[src/rtl/myintc_pkg.sv]
// myintc_pkg: shared definitions for the myintc interrupt controller.
// Holds the register word offsets on the slave bus and the layout
// constants of the ACTIVE register (valid bit position, ID width).
package myintc_pkg;

  localparam logic [1:0] ADDR_PENDING = 2'd0;
  localparam logic [1:0] ADDR_MASK    = 2'd1;
  localparam logic [1:0] ADDR_EDGE    = 2'd2;
  localparam logic [1:0] ADDR_ACTIVE  = 2'd3;

  localparam int ACTIVE_VALID_BIT = 31;
  localparam int ID_W             = 5;

endpackage

[src/rtl/myintc_prio.sv]
// myintc_prio: combinational lowest-index priority encoder.
// Ports:
//   vec   in  [N_SRC-1:0] request vector, bit 0 = highest priority
//   id    out [ID_W-1:0]  index of the lowest set bit (0 when none)
//   valid out             at least one bit of vec is set
module myintc_prio
  import myintc_pkg::*;
#(
  parameter int N_SRC = 8
) (
  input  logic [N_SRC-1:0] vec,
  output logic [ID_W-1:0]  id,
  output logic             valid
);

  // Scan from the top down so the lowest set index is the last to assign.
  always_comb begin
    id    = '0;
    valid = 1'b0;
    for (int i = N_SRC - 1; i >= 0; i--) begin
      if (vec[i]) begin
        valid = 1'b1;
        id    = i[ID_W-1:0];
      end
    end
  end

endmodule

[src/rtl/myintc.sv]
// myintc: memory-mapped interrupt controller.
// Latches each request into PENDING (edge or level capture per source),
// masks it with MASK and drives one registered combined irq. ACTIVE
// gives the lowest enabled pending source for fast ISR dispatch.
// Ports:
//   clk          in      system clock
//   reset_n      in      asynchronous active-low reset
//   irq_in       in  [N] interrupt requests, synchronous to clk
//   s_cs_n       in      slave chip select, active low
//   s_address    in  [2] register word index (PENDING/MASK/EDGE/ACTIVE)
//   s_read       in      read strobe
//   s_readdata   out [32] registered read data
//   s_write      in      write strobe
//   s_writedata  in  [32] write data
//   irq          out     registered combined interrupt
module myintc
  import myintc_pkg::*;
#(
  parameter int          N_SRC      = 8,
  parameter logic [31:0] EDGE_RESET = 32'h0
) (
  input  logic             clk,
  input  logic             reset_n,
  input  logic [N_SRC-1:0] irq_in,
  input  logic             s_cs_n,
  input  logic [1:0]       s_address,
  input  logic             s_read,
  output logic [31:0]      s_readdata,
  input  logic             s_write,
  input  logic [31:0]      s_writedata,
  output logic             irq
);

  logic [N_SRC-1:0] pending;
  logic [N_SRC-1:0] mask;
  logic [N_SRC-1:0] edge_mode;
  logic [N_SRC-1:0] prev;

  logic             rd_en;
  logic             wr_en;
  logic [N_SRC-1:0] clr;
  logic [N_SRC-1:0] rise;
  logic [N_SRC-1:0] pending_nxt;
  logic [ID_W-1:0]  act_id;
  logic             act_valid;
  logic [31:0]      reg_rdata;

  // Bits of the write bus beyond the implemented sources are ignored.
  logic unused_wdata;
  assign unused_wdata = ^s_writedata[31:N_SRC];

  assign rd_en = ~s_cs_n & s_read;
  assign wr_en = ~s_cs_n & s_write;

  assign clr  = (wr_en && s_address == ADDR_PENDING) ? s_writedata[N_SRC-1:0] : '0;
  assign rise = irq_in & ~prev;

  // Edge bits: a new rising edge wins over a same-cycle W1C.
  // Level bits: track the input directly, so W1C has no lasting effect.
  assign pending_nxt = (edge_mode & (rise | (pending & ~clr))) |
                       (~edge_mode & irq_in);

  myintc_prio #(.N_SRC(N_SRC)) u_prio (
    .vec   (pending & mask),
    .id    (act_id),
    .valid (act_valid)
  );

  always_comb begin
    reg_rdata = '0;
    case (s_address)
      ADDR_PENDING: reg_rdata[N_SRC-1:0] = pending;
      ADDR_MASK:    reg_rdata[N_SRC-1:0] = mask;
      ADDR_EDGE:    reg_rdata[N_SRC-1:0] = edge_mode;
      default: begin
        reg_rdata[ACTIVE_VALID_BIT] = act_valid;
        reg_rdata[ID_W-1:0]         = act_id;
      end
    endcase
  end

  always_ff @(posedge clk or negedge reset_n) begin
    if (!reset_n) begin
      pending    <= '0;
      mask       <= '0;
      edge_mode  <= EDGE_RESET[N_SRC-1:0];
      prev       <= '0;
      s_readdata <= '0;
      irq        <= 1'b0;
    end else begin
      prev    <= irq_in;
      pending <= pending_nxt;
      irq     <= |(pending & mask);
      // Read mux sees pre-edge register values, so a same-cycle write
      // to the addressed register returns the old contents.
      if (rd_en)
        s_readdata <= reg_rdata;
      if (wr_en && s_address == ADDR_MASK)
        mask <= s_writedata[N_SRC-1:0];
      if (wr_en && s_address == ADDR_EDGE)
        edge_mode <= s_writedata[N_SRC-1:0];
    end
  end

endmodule
[config.mk]
export PLATFORM = sky130hd
export DESIGN_NAME = myintc
export DESIGN_NICKNAME = d
export VERILOG_FILES = /design/src/rtl/myintc_pkg.sv /design/src/rtl/myintc_prio.sv /design/src/rtl/myintc.sv
export SDC_FILE = /design/constraint.sdc
export NUM_CORES = 1
export LEC_CHECK = 0
export ABC_CLOCK_PERIOD_IN_PS = 1400
export BUFFER_PORTS_ARGS = -buffer_cell sky130_fd_sc_hd__buf_2
export CORE_MARGIN = 5
export CORE_UTILIZATION = 45
export CTS_CLUSTER_DIAMETER = 100
export CTS_CLUSTER_SIZE = 25
export DETAILED_ROUTE_END_ITERATION = 7
export PLACE_DENSITY = 0.73
export SYNTH_ARGS = -nofsm -noshare
export SYNTH_HDL_FRONTEND = slang
export SYNTH_SLANG_ARGS = --single-unit
[constraint.sdc]
create_clock -name clk -period 1.4 [get_ports clk]
set_input_delay 0.14 -clock clk [delete_from_list [all_inputs] [get_ports clk]]
set_output_delay 0.14 -clock clk [all_outputs]
set_load 0.1 [all_outputs]
Yosys cells after proc, flatten, opt, wreduce, memory -nomap -nowiden
Index checks and enable logic that the tools add are counted.
{"block": "classes", "n_bitwise": 13, "n_eq_ne": 2, "mux": 20, "n_reduce_logical": 6}
{"cell": "8-bit bitwise AND", "n": 5}
{"cell": "3-bit two-way mux", "n": 8}
{"cell": "8-bit inverter", "n": 3}
{"cell": "8-bit OR", "n": 2}
{"cell": "5-bit one-hot mux with 3 select lines", "n": 1}
{"cell": "1-bit two-way mux", "n": 9}
{"cell": "3-bit one-hot mux with 3 select lines", "n": 1}
{"cell": "8-bit two-way mux", "n": 1}
{"cell": "8-bit OR reduction", "n": 1}
{"cell": "1-bit logical AND", "n": 3}
{"cell": "3-bit OR reduction", "n": 1}
{"cell": "1-bit bitwise AND", "n": 2}
{"cell": "2-bit by 1-bit == test with 1-bit output, second input constant", "n": 1}
{"cell": "2-bit == test, second input constant", "n": 1}
{"cell": "2-bit zero test", "n": 1}
{"cell": "1-bit inverter", "n": 1}
{"block": "totals", "ff_bits": 42, "out_inout_bits": 33}

Depth between registers and ports, before layout
Gate-level depths: netlist of the first run.
{"block": "logic_depth", "depth_word": 10, "mapped_depth": 5, "depth_no_buf": 4}

Cells and area by module
From an unflattened synthesis of the first run, not the netlist that was laid out.
{"block": "hier_totals", "hier_cells": 168, "hier_area_um2": 2058.2}
{"module": "myintc", "area_per_inst_um2": 1959.4, "cells_per_inst": 152, "n_inst": 1, "seq_area_each_um2": 1051.0}
{"module": "myintc_prio", "area_per_inst_um2": 98.8, "cells_per_inst": 16, "n_inst": 1, "seq_area_each_um2": 0.0}

Worst setup path before layout of the first run
OpenSTA, ideal clock, no wires.
{"block": "synth_path", "path_kind": "reg-to-reg", "from": "register, netlist name s_readdata[0]", "to": "register s_readdata[0]", "setup_ns": 0.101, "path_slack_ns": 0.165, "required_ns": 1.299, "arrival_time_ns": 1.134, "path_stages_with_launch": 3, "n_path_buf": 0, "cell_sequence": "dfrtp_1 > nor2_1 > o32ai_1"}
{"element": "to (signal assigned)", "line": "myintc.sv:97", "source": "s_readdata <= reg_rdata;"}
{"element": "to (decl)", "line": "myintc.sv:28", "source": "output logic [31:0] s_readdata,"}

Final worst setup path of the first run
{"block": "layout_path", "from": "register mask[6]", "to": "register s_readdata[31]"}
{"block": "layout_via", "elab_chain_cells": 9}
{"element": "from (decl)", "line": "myintc.sv:35", "source": "logic [N_SRC-1:0] mask;"}
{"element": "from (signal assigned)", "line": "myintc.sv:99", "source": "mask <= s_writedata[N_SRC-1:0];"}
{"element": "8-bit bitwise AND", "line": "myintc.sv:64", "source": ".vec (pending & mask),"}
{"element": "1-bit two-way mux (7 in a row)", "line": "myintc_prio.sv:21", "source": "if (vec[i]) begin"}
{"element": "1-bit two-way mux", "line": "myintc.sv:71", "source": "case (s_address)"}
Every way passes these cells.
A chain may end at the register's enable or synchronous reset.

==> flow_summary.ini, run 1 <==
[drt]
drcViolationCount = 0
drt_iter0_drc = 89
drt-vias-per-instance = 5.039
drt-wirelength-per-cell_um = 14.78
routed_wl_mm = 4.197
routed-via-count = 1431
final_antenna_net_count = 0
drt_pass1_iterations = 4

[setup_path]
reg2regPathDepth = 4
critPathCaptureType = flop
worst_flop_to_flop_path_endpoint = s_readdata[31]$_DFFE_PN0P_
worst-r2r-setup-slack_ps = 100
worst-endpoint-required_ps = 1580
startpoint = mask[6]$_DFFE_PN0P_
timing_worst_setup_path_type = reg2reg
critical_path_arrival_ps = 1480
timing.critical_path.from_type = flop
worstSetupEndpoint = s_readdata[31]$_DFFE_PN0P_
worst_r2r_start = mask[6]$_DFFE_PN0P_
crit_path_max_fanout = 2

[place]
routabilityCongestion = 0.7535
dp.final_hpwl_mm = 3.117
port_buffers = 32

[floorplanning]
fp.dieArea_um2 = 5962
initial_core_util_pct = 46.70
die_height_um = 77.22
floorplan.core_area_um2 = 4354
std_cell_rows = 24
io_pins = 80
die-width_um = 77.22

[sta]
min_period_over_period_pct = 92.79
worst_margin_pin_slew_ps = 516.8
timing.final.hold_violations = 0
fmax_mhz = 769.8
final_skew_ps = 5.030
finalSetupViolCount = 0
slew_violations = 0
unrepaired_setup_endpoints_after_global_routing = false
layout_min_cycle_time_ps = 1299
headroom_to_the_max_slew_limit_pct = 65.55
finalSetupTns_ps = 0

[job]
drv.max_cap_violation_count = 0

[grt]
grt_antenna_before_repair = 0
grt_max_degree = 25
gr-total-overflow = 0
grt_first_pass_wirelength_mm = 7.093
grt_pass1_vias = 1434
global_route.usage.total_pct = 14.69

[outcome]
status = finished clean

[cells_and_area]
final_layout_size_suffix_gt1_share_pct = 26.72
final_nets = 278
postLayoutCoreUtil_pct = 55.66
n_antenna_cell = 0
area.growth.synth_to_final_pct = 19.20

[power]
p_leak_nw = 1.149
power_per_cell_area_nw_per_um2 = 1562
peakVddDrop_v = 0.0007607

[synthesis]
synthArstFlopShare_pct = 100.0
synth_area_per_cell_um2 = 11.49
synth-edff-count = 0
synth_seq_area_share_pct = 51.69
synthesis.area_um2 = 2033
yosys_most_used_dff = sky130_fd_sc_hd__dfrtp_1
synthesis.yosys.warnings = 0
post_synth_inst_count = 177
yosys_register_bits = 42
ys_types = 32

[clock_tree]
worst_setup_hold_path_clk_slew_ps = 80
cts_tree = done
worstSkewPairLatency_ps = 290
cts-root-buf = sky130_fd_sc_hd__clkbuf_8
cts-buffers-inserted = 5
cts.sink_count = 42
buffer_levels_on_the_longest_clock_path = 2
post_cts.repair.setup_buffers = 0
htree_num_levels = 2

[worst_hold_path]
worstHoldPathType = in2reg
==> how the worst min path moves through the flow <==
stage	cells after the start	start	slack (ps)	end
2_1_floorplan	0	reset_n	-160	edge_mode[0]$_DFFE_PN0P_
3_3_place_gp	1	reset_n	140	mask[4]$_DFFE_PN0P_
3_5_place_dp	1	reset_n	150	mask[4]$_DFFE_PN0P_
4_1_cts	2	s_writedata[7]	90	mask[7]$_DFFE_PN0P_
5_1_grt	2	s_writedata[7]	100	mask[7]$_DFFE_PN0P_
6_report	2	s_writedata[7]	100	mask[7]$_DFFE_PN0P_
==> per-stage QoR <==
stage / hold slack [ps] / total power (W) / cells / setup slack [ps] / instance area (um^2)
after floorplan: -155.6 / 0.002738 / 199 / 165.2 / 2116
after global placement: 137.2 / 0.002964 / 267 / 98.86 / 2237
after detailed placement: 147.4 / 0.002992 / 267 / 78.64 / 2237
after CTS: 92.08 / 0.003813 / 284 / 65.83 / 2419
after global routing: 98.44 / 0.003994 / 284 / 12.19 / 2424
final: 104.1 / 0.003785 / 284 / 101.0 / 2424
==> Yosys cell counts (all sizes together), types with 2 or more instances <==
cell    n  area, um^2
a31oi   2       12.51
mux2   16       210.2
nor2b   3       18.77
o21ai   6       30.02
nor2    9       33.78
nand2  28       105.1
a22o    2       17.52
a22oi   2       15.01
a32o   10       100.1
dfrtp  42        1051
a21oi   6       30.03
mux2i   8       80.08
buf    29       214.0
==> report_power, final <==
group          switching [W]  total (W)  internal, W
sequential          0.000182    0.00161      0.00143
combinational       0.000990    0.00138     0.000389
clock               0.000395   0.000793     0.000398
==> routing by layer <==
metal  vias up  track usage [%]  share of wire, %
li1        694                -                 -
met1       682            19.01                43
met2        47            24.33                49
met3         8            3.630               6.0
met4         0            4.124               1.3
met5         -                0                 0
==> placed cells by master (no fill, tap or decap), types with 3 or more instances in the layout <==
cell type and n:
sky130_fd_sc_hd__mux2i_1 8, sky130_fd_sc_hd__a21oi_1 6, sky130_fd_sc_hd__a32o_1 10, sky130_fd_sc_hd__buf_2 32, sky130_fd_sc_hd__clkbuf_8 6, sky130_fd_sc_hd__nand2_1 28, sky130_fd_sc_hd__nor2_1 9, sky130_fd_sc_hd__mux2_1 8
sky130_fd_sc_hd__o21ai_1 5, sky130_fd_sc_hd__nor2b_1 3, sky130_fd_sc_hd__buf_4 12, sky130_fd_sc_hd__conb_1 23, sky130_fd_sc_hd__dfrtp_1 42, sky130_fd_sc_hd__mux2_4 8, sky130_fd_sc_hd__dlygate4sd3_1 9
==> kinds of logic after synthesis <==
group	synth area share (%)
other	0.1844
and+or+nand+nor	11.63
buffers and inverters	10.52
AOI/OAI and AO/OA	11.69
DFF	51.69
muxes	14.28
==> flip-flops by register name, summed over array words and instances, names as in the netlist <==
| signal | cells |
|---|---|
| mask | 8 |
| irq | 1 |
| prev | 8 |
| pending | 8 |
| s_readdata | 9 |
| edge_mode | 8 |
==> worst max-delay path: stages (launching register included) <==
cell and delay, ps:
sky130_fd_sc_hd__dfrtp_1 410, sky130_fd_sc_hd__a22oi_2 230, sky130_fd_sc_hd__nor2b_1 190, sky130_fd_sc_hd__nand4_1 140, sky130_fd_sc_hd__a22o_1 220
==> area by class of cell <==
type                    count  area [um^2]
fillers                   414         1931
flip-flops and latches     42         1051
multi-input cells         128        855.8
repair buffers             54        360.3
clock buffers               7        86.33
well taps                  52        65.06
clock inverters             1        5.005
==> timing repair <==
item / CTS / global route
endpoints found under the hold margin: 30 / 0
gates resized for setup: 0 / 1
hold buffers: 9 / 0
endpoints found under the setup margin: 0 / 1
(Power assumes the default switching activity.)
==> run 2: changes to the inputs <==
--- a/config.mk
+++ b/config.mk
@@ -5,14 +5,13 @@
 export SDC_FILE = /design/constraint.sdc
 export NUM_CORES = 1
 export LEC_CHECK = 0
-export ABC_CLOCK_PERIOD_IN_PS = 1400
 export BUFFER_PORTS_ARGS = -buffer_cell sky130_fd_sc_hd__buf_2
 export CORE_MARGIN = 5
 export CORE_UTILIZATION = 45
 export CTS_CLUSTER_DIAMETER = 100
 export CTS_CLUSTER_SIZE = 25
 export DETAILED_ROUTE_END_ITERATION = 7
-export PLACE_DENSITY = 0.73
+export PLACE_DENSITY = 0.84
 export SYNTH_ARGS = -nofsm -noshare
 export SYNTH_HDL_FRONTEND = slang
 export SYNTH_SLANG_ARGS = --single-unit
==> flow_summary.ini, run 2 (synthesis gave the netlist of run 1 again) <==
[clock_tree]
htree_num_levels = 2
worst_setup_hold_path_clk_slew_ps = 80
worstSkewPairLatency_ps = 290
cts_tree = done
post_cts.repair.setup_buffers = 0
cts-root-buf = sky130_fd_sc_hd__clkbuf_8
cts.sink_count = 42
cts-buffers-inserted = 5
buffer_levels_on_the_longest_clock_path = 2

[worst_hold_path]
whs_endpoint = mask[4]$_DFFE_PN0P_
worstHoldPathType = in2reg
worst_hold_path.num_cells = 2
worst_hold_startpoint = s_writedata[4]

[grt]
grt_antenna_before_repair = 0
gr-total-overflow = 0
grt_max_degree = 24
grt_pass1_vias = 1468
grt_first_pass_wirelength_mm = 6.913
global_route.usage.total_pct = 14.43

[place]
dp.final_hpwl_mm = 3.243
dpl_cell_area_um2 = 2245
port_buffers = 32
routabilityCongestion = 0.9050
pre_cts_ws_ps = 36.92

[sta]
finalSetupTns_ps = 0
layout_min_cycle_time_ps = 1377
layout_setup_ws_ps = 22.65
min_period_over_period_pct = 98.38
fin_worst_hold_slack_ps = 96.42
timing.final.hold_violations = 0
final_skew_ps = 9.291
fmax_mhz = 726.0
finalSetupViolCount = 0
slew_violations = 0

[cells_and_area]
fin_area_um2 = 2420
n_antenna_cell = 0
largest_register_ffs = 9
final_layout_size_suffix_gt1_share_pct = 26.84
final_nets = 279
area.growth.synth_to_final_pct = 19.02
final_common_cell = sky130_fd_sc_hd__dfrtp_1
highest_count_cells_in_the_layout_ignoring_fill_and_taps = 42 x sky130_fd_sc_hd__dfrtp_1, 32 x sky130_fd_sc_hd__buf_2, 28 x sky130_fd_sc_hd__nand2_1, 23 x sky130_fd_sc_hd__conb_1, 13 x sky130_fd_sc_hd__buf_4
top_register = s_readdata

[power]
p_leak_nw = 1.152
pwr-share-clk_pct = 20.1
totalPowerFinal_w = 0.003741
internal-power_w = 0.002191
power_per_cell_area_nw_per_um2 = 1546
switching_power_w = 0.001550
share_of_total_power_in_sequential_cells_pct = 43.4
power.share.switching_pct = 41.44
peakVddDrop_v = 0.0007047
power.share.combinational_pct = 36.5

[job]
drv.max_cap_violation_count = 0

[drt]
drt_pass1_iterations = 4
drt-vias-per-instance = 5.141
routed-via-count = 1455
routed_wl_mm = 4.205
drt-wirelength-per-cell_um = 14.86
drcViolationCount = 0
final_antenna_net_count = 0
drt_iter0_drc = 100

[setup_path]
reg2regPathDepth = 4
worst_r2r_start = pending[6]$_DFF_PN0_
timing.critical_path.from_type = flop
critPathSlowestCell = sky130_fd_sc_hd__dfrtp_1
worst-endpoint-required_ps = 1580
critical_path_arrival_ps = 1560
worst_flop_to_flop_path_endpoint = s_readdata[31]$_DFFE_PN0P_
timing_worst_setup_path_type = reg2reg
critical_path_buf_inv_count = 0
delay_heaviest_family_cp = compound AO/OA/AOI/OAI gates
worst-r2r-setup-slack_ps = 20
crit_path_max_fanout = 4
critPathCaptureType = flop
critPathMaxStageDelay_ps = 410
crit_path_cell_trace = a22oi_1 -> nor2b_2 -> nand4_1 -> a22o_1

[floorplanning]
io_pins = 80
fp.dieArea_um2 = 5962
initial_core_util_pct = 46.70
die-width_um = 77.22
die_height_um = 77.22
std_cell_rows = 24
floorplan.core_area_um2 = 4354

[outcome]
status = finished clean
[run 2: cell types whose count changed in the layout (fill, tap and decap cells not counted), sizes merged]
cell and change:
buf +1, clkbuf -1, clkinv -1
[run 2: cell type report]
cell class | count | area, um^2
clock buffer | 6 | 82.58
tap | 52 | 65.06
timing repair buffer | 55 | 367.9
sequential | 42 | 1051
fill | 372 | 1934
multi-input combinational | 128 | 853.3
[run 2: power groups by stage]
stage               sequential (W)  clock [W]  combinational, W
detailed placement         0.00165          0           0.00134
global placement           0.00163          0           0.00132
finish                     0.00162   0.000753           0.00136
global route               0.00166   0.000815           0.00144
floorplan                  0.00202          0          0.000719
CTS                        0.00162   0.000772           0.00136
[run 2: timing repair]
action	CTS	global route
hold endpoints to repair	27	0
hold buffers	9	0
setup endpoints to repair	0	1
gates resized for setup	0	1
[run 2: per-layer routing]
layer  track usage [%]  up-vias  share of wire [%]
met5                 0        -                  0
met4             6.186        0                2.4
met3             4.684       11                7.3
met2             22.14       63                 45
met1             18.58      695                 45
li1                  -      686                  -
[run 2: through the flow]
stage	utilization (%)	cells
after floorplan	-	199
after global placement	51.55	268
after detailed placement	51.55	268
after CTS	55.52	283
after global routing	55.57	283
final	55.57	283
[run 2: how the worst max path moves through the flow]
stage | from | to | slack (ps) | depth (start not counted)
after detailed placement | mask[6]$_DFFE_PN0P_ | s_readdata[31]$_DFFE_PN0P_ | 40 | 4
after global placement | mask[6]$_DFFE_PN0P_ | s_readdata[31]$_DFFE_PN0P_ | 70 | 4
final | pending[6]$_DFF_PN0_ | s_readdata[31]$_DFFE_PN0P_ | 20 | 4
after CTS | pending[6]$_DFF_PN0_ | s_readdata[31]$_DFFE_PN0P_ | 30 | 4
after global routing | mask[6]$_DFFE_PN0P_ | s_readdata[31]$_DFFE_PN0P_ | -10 | 4
after floorplan | s_readdata[0]$_DFFE_PN0P_ | s_readdata[0]$_DFFE_PN0P_ | 170 | 2
[run 2: worst reg2reg max path, cell delays in order (launching register included)]
cell                      delay [ps]
sky130_fd_sc_hd__dfrtp_1         410
sky130_fd_sc_hd__a22oi_1         260
sky130_fd_sc_hd__nor2b_2         210
sky130_fd_sc_hd__nand4_1         160
sky130_fd_sc_hd__a22o_1          230
